## src/rtl/uart_pkg.sv

```systemverilog
// Shared constants, FSM encoding and small bit-level helpers for the UART receiver.
package uart_pkg;

  localparam int PAR_NONE = 0;
  localparam int PAR_ODD  = 1;
  localparam int PAR_EVEN = 2;

  typedef enum logic [2:0] {
    ST_IDLE   = 3'd0,
    ST_START  = 3'd1,
    ST_DATA   = 3'd2,
    ST_PARITY = 3'd3,
    ST_STOP   = 3'd4
  } rx_state_e;

  function automatic logic majority3(input logic a, input logic b, input logic c);
    return (a & b) | (a & c) | (b & c);
  endfunction

  // data_xor is the XOR of all received data bits; returns 1 when the parity bit disagrees.
  function automatic logic parity_error(input logic data_xor, input logic par_bit, input int mode);
    logic err;
    case (mode)
      PAR_ODD:  err = ~(data_xor ^ par_bit);
      PAR_EVEN: err = data_xor ^ par_bit;
      default:  err = 1'b0;
    endcase
    return err;
  endfunction

endpackage

```

## src/rtl/uart_rx_sync.sv

```systemverilog
// Two-flop synchronizer for the serial line plus a majority vote over the
// current synchronized sample and the two before it.
module uart_rx_sync
  import uart_pkg::*;
(
  input  logic clk,
  input  logic rst_n,
  input  logic rx_i,
  output logic rx_s_o,
  output logic maj_o
);

  logic [1:0] sync_q;
  logic [1:0] hist_q;

  always_ff @(posedge clk) begin
    if (!rst_n) begin
      sync_q <= 2'b11;
      hist_q <= 2'b11;
    end else begin
      sync_q <= {sync_q[0], rx_i};
      hist_q <= {hist_q[0], sync_q[1]};
    end
  end

  assign rx_s_o = sync_q[1];
  assign maj_o  = majority3(sync_q[1], hist_q[0], hist_q[1]);

endmodule

```

## src/rtl/uart_rx_cfg.sv

```systemverilog
// Parameterised UART receiver: start/data/parity/stop framing with majority
// sampling at mid-bit, error/break flags and a one-cycle done pulse.
module uart_rx_cfg
  import uart_pkg::*;
#(
  parameter int CLKS_PER_BIT = 10,
  parameter int DATA_BITS    = 8,
  parameter int PARITY       = 0,
  parameter int STOP_BITS    = 1
) (
  input  logic                 clk,
  input  logic                 rst_n,
  input  logic                 rx_i,
  output logic [DATA_BITS-1:0] data_o,
  output logic                 rx_done_o,
  output logic                 parity_err_o,
  output logic                 frame_err_o,
  output logic                 break_o,
  output logic                 busy_o
);

  localparam int               CNT_W     = (CLKS_PER_BIT > 1) ? $clog2(CLKS_PER_BIT) : 1;
  localparam logic [CNT_W-1:0] CNT_HALF  = CNT_W'(CLKS_PER_BIT / 2);
  localparam logic [CNT_W-1:0] CNT_LAST  = CNT_W'(CLKS_PER_BIT - 1);
  localparam logic [3:0]       DATA_LAST = 4'(DATA_BITS - 1);
  localparam logic [3:0]       STOP_LAST = 4'(STOP_BITS - 1);

  logic                 rx_s;
  logic                 maj_s;
  logic [CNT_W-1:0]     cnt_q;
  logic [CNT_W-1:0]     cnt_d;
  logic                 sample_s;
  logic                 wrap_s;
  rx_state_e            state_q;
  logic [3:0]           bit_q;
  logic [DATA_BITS-1:0] shift_q;
  logic                 any_one_q;
  logic                 stop_err_q;
  logic                 perr_q;
  logic [DATA_BITS-1:0] data_q;
  logic                 done_q;
  logic                 perr_out_q;
  logic                 ferr_q;
  logic                 brk_q;
  logic                 busy_q;

  uart_rx_sync u_sync (
    .clk    (clk),
    .rst_n  (rst_n),
    .rx_i   (rx_i),
    .rx_s_o (rx_s),
    .maj_o  (maj_s)
  );

  // The sample edge is the one on which the counter steps onto the mid-bit value.
  always_comb begin
    wrap_s = (cnt_q == CNT_LAST);
    if (wrap_s) begin
      cnt_d = '0;
    end else begin
      cnt_d = cnt_q + CNT_W'(1);
    end
    sample_s = (cnt_d == CNT_HALF);
  end

  always_ff @(posedge clk) begin
    if (!rst_n) begin
      state_q    <= ST_IDLE;
      cnt_q      <= '0;
      bit_q      <= 4'd0;
      shift_q    <= '0;
      any_one_q  <= 1'b0;
      stop_err_q <= 1'b0;
      perr_q     <= 1'b0;
      data_q     <= '0;
      done_q     <= 1'b0;
      perr_out_q <= 1'b0;
      ferr_q     <= 1'b0;
      brk_q      <= 1'b0;
      busy_q     <= 1'b0;
    end else begin
      done_q <= 1'b0;
      cnt_q  <= cnt_d;
      case (state_q)
        ST_IDLE: begin
          cnt_q      <= '0;
          bit_q      <= 4'd0;
          any_one_q  <= 1'b0;
          stop_err_q <= 1'b0;
          perr_q     <= 1'b0;
          if (!rx_s) begin
            state_q <= ST_START;
            busy_q  <= 1'b1;
          end
        end
        ST_START: begin
          if (sample_s && maj_s) begin
            state_q <= ST_IDLE;
            busy_q  <= 1'b0;
          end else if (wrap_s) begin
            state_q <= ST_DATA;
          end
        end
        ST_DATA: begin
          if (sample_s) begin
            shift_q   <= {maj_s, shift_q[DATA_BITS-1:1]};
            any_one_q <= any_one_q | maj_s;
          end
          if (wrap_s) begin
            if (bit_q == DATA_LAST) begin
              bit_q   <= 4'd0;
              state_q <= (PARITY != PAR_NONE) ? ST_PARITY : ST_STOP;
            end else begin
              bit_q <= bit_q + 4'd1;
            end
          end
        end
        ST_PARITY: begin
          if (sample_s) begin
            perr_q    <= parity_error(^shift_q, maj_s, PARITY);
            any_one_q <= any_one_q | maj_s;
          end
          if (wrap_s) begin
            state_q <= ST_STOP;
          end
        end
        ST_STOP: begin
          // Leave at the last stop sample so a following start bit is not missed.
          if (sample_s && (bit_q == STOP_LAST)) begin
            state_q    <= ST_IDLE;
            busy_q     <= 1'b0;
            done_q     <= 1'b1;
            data_q     <= shift_q;
            perr_out_q <= perr_q;
            ferr_q     <= stop_err_q | ~maj_s;
            brk_q      <= ~(any_one_q | maj_s);
          end else if (sample_s) begin
            stop_err_q <= stop_err_q | ~maj_s;
            any_one_q  <= any_one_q | maj_s;
          end else if (wrap_s) begin
            bit_q <= bit_q + 4'd1;
          end
        end
        default: begin
          state_q <= ST_IDLE;
          busy_q  <= 1'b0;
        end
      endcase
    end
  end

  assign data_o       = data_q;
  assign rx_done_o    = done_q;
  assign parity_err_o = perr_out_q;
  assign frame_err_o  = ferr_q;
  assign break_o      = brk_q;
  assign busy_o       = busy_q;

endmodule

```

## config.mk

```make
export PLATFORM = sky130hd
export DESIGN_NAME = uart_rx_cfg
export DESIGN_NICKNAME = d
export VERILOG_FILES = /design/src/rtl/uart_pkg.sv /design/src/rtl/uart_rx_sync.sv /design/src/rtl/uart_rx_cfg.sv
export SDC_FILE = /design/constraint.sdc
export NUM_CORES = 1
export LEC_CHECK = 0
export BUFFER_PORTS_ARGS = -buffer_cell sky130_fd_sc_hd__clkbuf_2
export CAP_MARGIN = 20
export CORE_UTILIZATION = 61
export CTS_CLUSTER_DIAMETER = 50
export DETAILED_ROUTE_END_ITERATION = 16
export PLACE_DENSITY = 0.82
export SYNTH_ARGS = -nofsm -noshare
export SYNTH_HDL_FRONTEND = slang
export SYNTH_SLANG_ARGS = --single-unit
```

## constraint.sdc

```tcl
create_clock -name clk -period 4.6 [get_ports clk]
set_input_delay 0.46 -clock clk [delete_from_list [all_inputs] [get_ports clk]]
set_output_delay 0.46 -clock clk [all_outputs]
set_load 0.02 [all_outputs]
```

==> metrics.log <==
[metrics] multiplexer share of the synthesized area: 0.116
[metrics] die height: about 54 µm
[metrics] number of failing hold endpoints at the final stage: 0
[metrics] clk slew on worst S/H paths: 0.10 ns
[metrics] end of the worst register-to-register path: frame_err_o$_SDFFE_PN0P_
[metrics] unrepaired setup endpoints after global routing: no
[metrics] endpoint class of the critical path: flop
[metrics] nets@finish: between 150 and 200
[metrics] cell count after synthesis: approximately 180
[metrics] netlist area before placement: around 1600 µm²
[metrics] Port Buffer Count: 14
[metrics] share of synthesized cell area in full adder, half adder and majority cells: 0.0274
[metrics] net count after synthesis: 181
[metrics] GR Util All Layers: 0.257
[metrics] relative area change from synthesis to final layout: 8.60%
[metrics] clock sink count: 37
[metrics] HPWL after DPL: 2200 µm
[metrics] root buffer cell: clkbuf_4
[metrics] synthesized-area fraction occupied by ao, oa, aoi and oai cells: 0.110
[metrics] buffers inserted by post-CTS timing repair: 0
[metrics] pre-CTS setup slack: 2.37 ns
[metrics] Worst Path Required: between 4 and 5 ns
[metrics] Final Worst Setup Slack: 2.34 ns
[metrics] area of the placeable core: around 2500 µm²
[metrics] cts bufs inserted: 5
[metrics] worst setup path startpoint: bit_q[0]$_SDFFE_PN0P_
[metrics] share of the yosys chip area belonging to registers: 0.451
[metrics] length in cells of the worst reg-to-reg path: 6
[metrics] synthesized area per cell: 9.34 µm²
[metrics] highest ir drop seen on vdd: approximately 0.00042 V
[metrics] cells resized by post-CTS repair: 0
[metrics] number of synthesized flops with an enable pin: 0
[metrics] initial detailed-routing violation count: 31
[metrics] Layout Skew: 0.00791 ns
[metrics] clock latency reported for the late side of the worst-skew pair: between 0.3 and 0.4 ns
[metrics] Least-Margin Pin Slew: 0.715 ns
[metrics] count of pins on the block boundary: 16
[metrics] total power of the final layout: a little over 0.8 mW
[metrics] count of warnings emitted by yosys: 0
[metrics] minimum clock period: 2.26 ns
[metrics] H-tree depth: 2
[metrics] maximum number of pins on one net before global-route repair: 24
[metrics] starting density of the core: 0.652
[metrics] antenna violations before repair: 0
[metrics] Layout Utilization: 0.708
[metrics] routability congestion estimate from global placement: 0.922
[metrics] Tcrit/Tclk final: 0.490
[metrics] Final Hold Slack: 0.297 ns
[metrics] via count of the first global-routing pass: 1118
[metrics] first-pass GRT wire length: 4970 µm
[metrics] layout cell share with drive strength beyond 1: 0.154
[metrics] number of inserted filler cells in the final layout: 191
[metrics] combinational family with the most area after synthesis: simple AND/OR/NAND/NOR gates
[metrics] Hold Crit Class: primary input to flop
[metrics] signal arrival time at the worst endpoint: 2.52 ns
[metrics] XOR/XNOR share of the synthesized area: 0.0107
[metrics] final antenna diode count: 0
[metrics] worst reg2reg path startpoint: bit_q[0]$_SDFFE_PN0P_
[metrics] Synth Area in Simple Gates: 0.248
[metrics] post-synthesis cell type count: 46
[metrics] power density relative to cell area: between 400 and 500 nW/µm²
[metrics] Max-slew headroom: 0.523
[metrics] Max Cap Viol: 0
[metrics] Fmax achieved: 443 MHz
[metrics] Via density: 5.79
[metrics] number of DRC violations after detailed routing: 0
[metrics] number of iterations in the first detailed-routing pass: 4
[metrics] Overflow after GRT: 0
[metrics] worst hold path startpoint: rx_i
[metrics] Worst Setup EP: frame_err_o$_SDFFE_PN0P_
[metrics] CTS tree: built
[metrics] die area: between 2000 and 3000 µm²
[metrics] sort of element at the start of the critical path: flop
[metrics] flops & latches, synth: 37
[metrics] Leak: roughly 0.80 nW
[metrics] largest fanout on the critical path: 12
[metrics] register-to-register setup slack: about 2.3 ns
[metrics] run status: completed
[metrics] Die W: 53.9 µm
[metrics] cts hold-fix bufs: 0
[metrics] routed via count: 1263
[metrics] average detailed-routed wire length per instance: around 15 µm
[metrics] proportion of register bits with asynchronous set or reset after synthesis: 0
[metrics] class of the most critical setup path: flop to flop
[metrics] Total Wirelength: 3180 µm
[metrics] max-slew violations: 0
[metrics] Row Count: 18
[metrics] final sum of negative setup slack: 0 ns
[metrics] Synth Flop Type: dfxtp_1
[metrics] worst-case clock buffer depth: 2
[metrics] final antenna-violating net count: 0
[metrics] count of final setup violators: 0
-- registers in the layout, indices dropped and copies added, names as in the netlist, 2 cells and up --
name and cells:
data_o 8, shift_q 8, bit_q 4, cnt_q 4, state_q 3, u_sync.hist_q 2
u_sync.sync_q 2
-- power breakdown --
group          total (mW)  switching [mW]  internal, mW
combinational       0.201           0.104        0.0965
clock               0.215           0.105         0.111
sequential          0.395          0.0506         0.344
total               0.811           0.259         0.551
-- cells by family (layout without fill, tap and decap cells) --
| kind of cell | after synthesis | after routing |
|---|---|---|
| XOR/XNOR | 2 | 2 |
| AND/OR/NAND/NOR | 74 | 74 |
| other | 1 | 1 |
| flip-flops | 37 | 37 |
| AO/OA/AOI/OAI | 25 | 25 |
| multiplexers | 19 | 19 |
| buffers and inverters | 14 | 26 |
| adder cells (fa/ha/maj) | 4 | 4 |
-- layout make-up --
cell class,count,area [µm²],share of cell area
inverters,5,18.8,0.0105
well taps,30,37.5,0.0210
flip-flops and latches,37,741,0.415
clock inverters,2,35.0,0.0196
multi-input cells,125,846,0.474
repair buffers,14,70.1,0.0392
clock buffers,5,37.5,0.0210
-- Yosys cell counts, drive strengths merged, types with 3 or more instances --
library cell,instances,area share
nand3,5,0.015
mux2i,18,0.11
nor3,5,0.015
o21a,3,0.014
clkbuf,5,0.011
a21oi,6,0.021
inv,5,0.011
buf,4,0.012
nor2,32,0.073
or3b,4,0.021
nand2b,6,0.023
o21ai,5,0.015
dfxtp,37,0.45
nor3b,3,0.014
nand2,7,0.016
-- critical path, cell delays in order, from the launching register on --
cell	delay [ns]
dfxtp_1	0.36
inv_1	0.08
ha_1	0.17
nor3b_1	0.40
nand4_1	0.63
nor2b_1	0.36
nor3_1	0.18
-- cell usage in the layout (no fill, tap or decap), types with 2 or more instances in the layout --
master	netlist	layout
clkbuf_2	0	14
nor3_1	5	5
nand3_1	5	5
maj3_1	2	2
nor3b_1	3	3
o21a_1	3	3
inv_1	5	5
nand4bb_1	2	2
or3b_2	3	3
mux2i_1	18	18
a21oi_1	5	5
nand2_1	7	7
nor2_1	32	32
clkbuf_4	0	5
nor2b_1	2	2
xnor2_1	2	2
dfxtp_1	37	37
ha_1	2	2
nand2b_1	6	6
o21ai_0	4	4
-- worst min-delay path by stage --
stage | endpoint | depth (start not counted)
final | u_sync.sync_q[0]$_SDFF_PN1_ | 2
after CTS | u_sync.sync_q[0]$_SDFF_PN1_ | 2
after floorplan | u_sync.sync_q[1]$_SDFF_PN1_ | 1
after detailed placement | u_sync.sync_q[1]$_SDFF_PN1_ | 1
after global placement | u_sync.sync_q[1]$_SDFF_PN1_ | 1
after global routing | u_sync.sync_q[0]$_SDFF_PN1_ | 2
-- layer usage --
layer  wire (µm)  global-route usage
met1        1480               0.315
met3         134              0.0989
met5           0                   0
met4          58               0.136
met2        1500               0.385
-- stage by stage --
stage / instances / cell area, µm²
floorplan: 176 / 1640
global placement: 211 / 1710
detailed placement: 211 / 1710
CTS: 218 / 1790
global route: 218 / 1790
finish: 218 / 1790
Note: power is estimated with default switching activity, not from simulation.
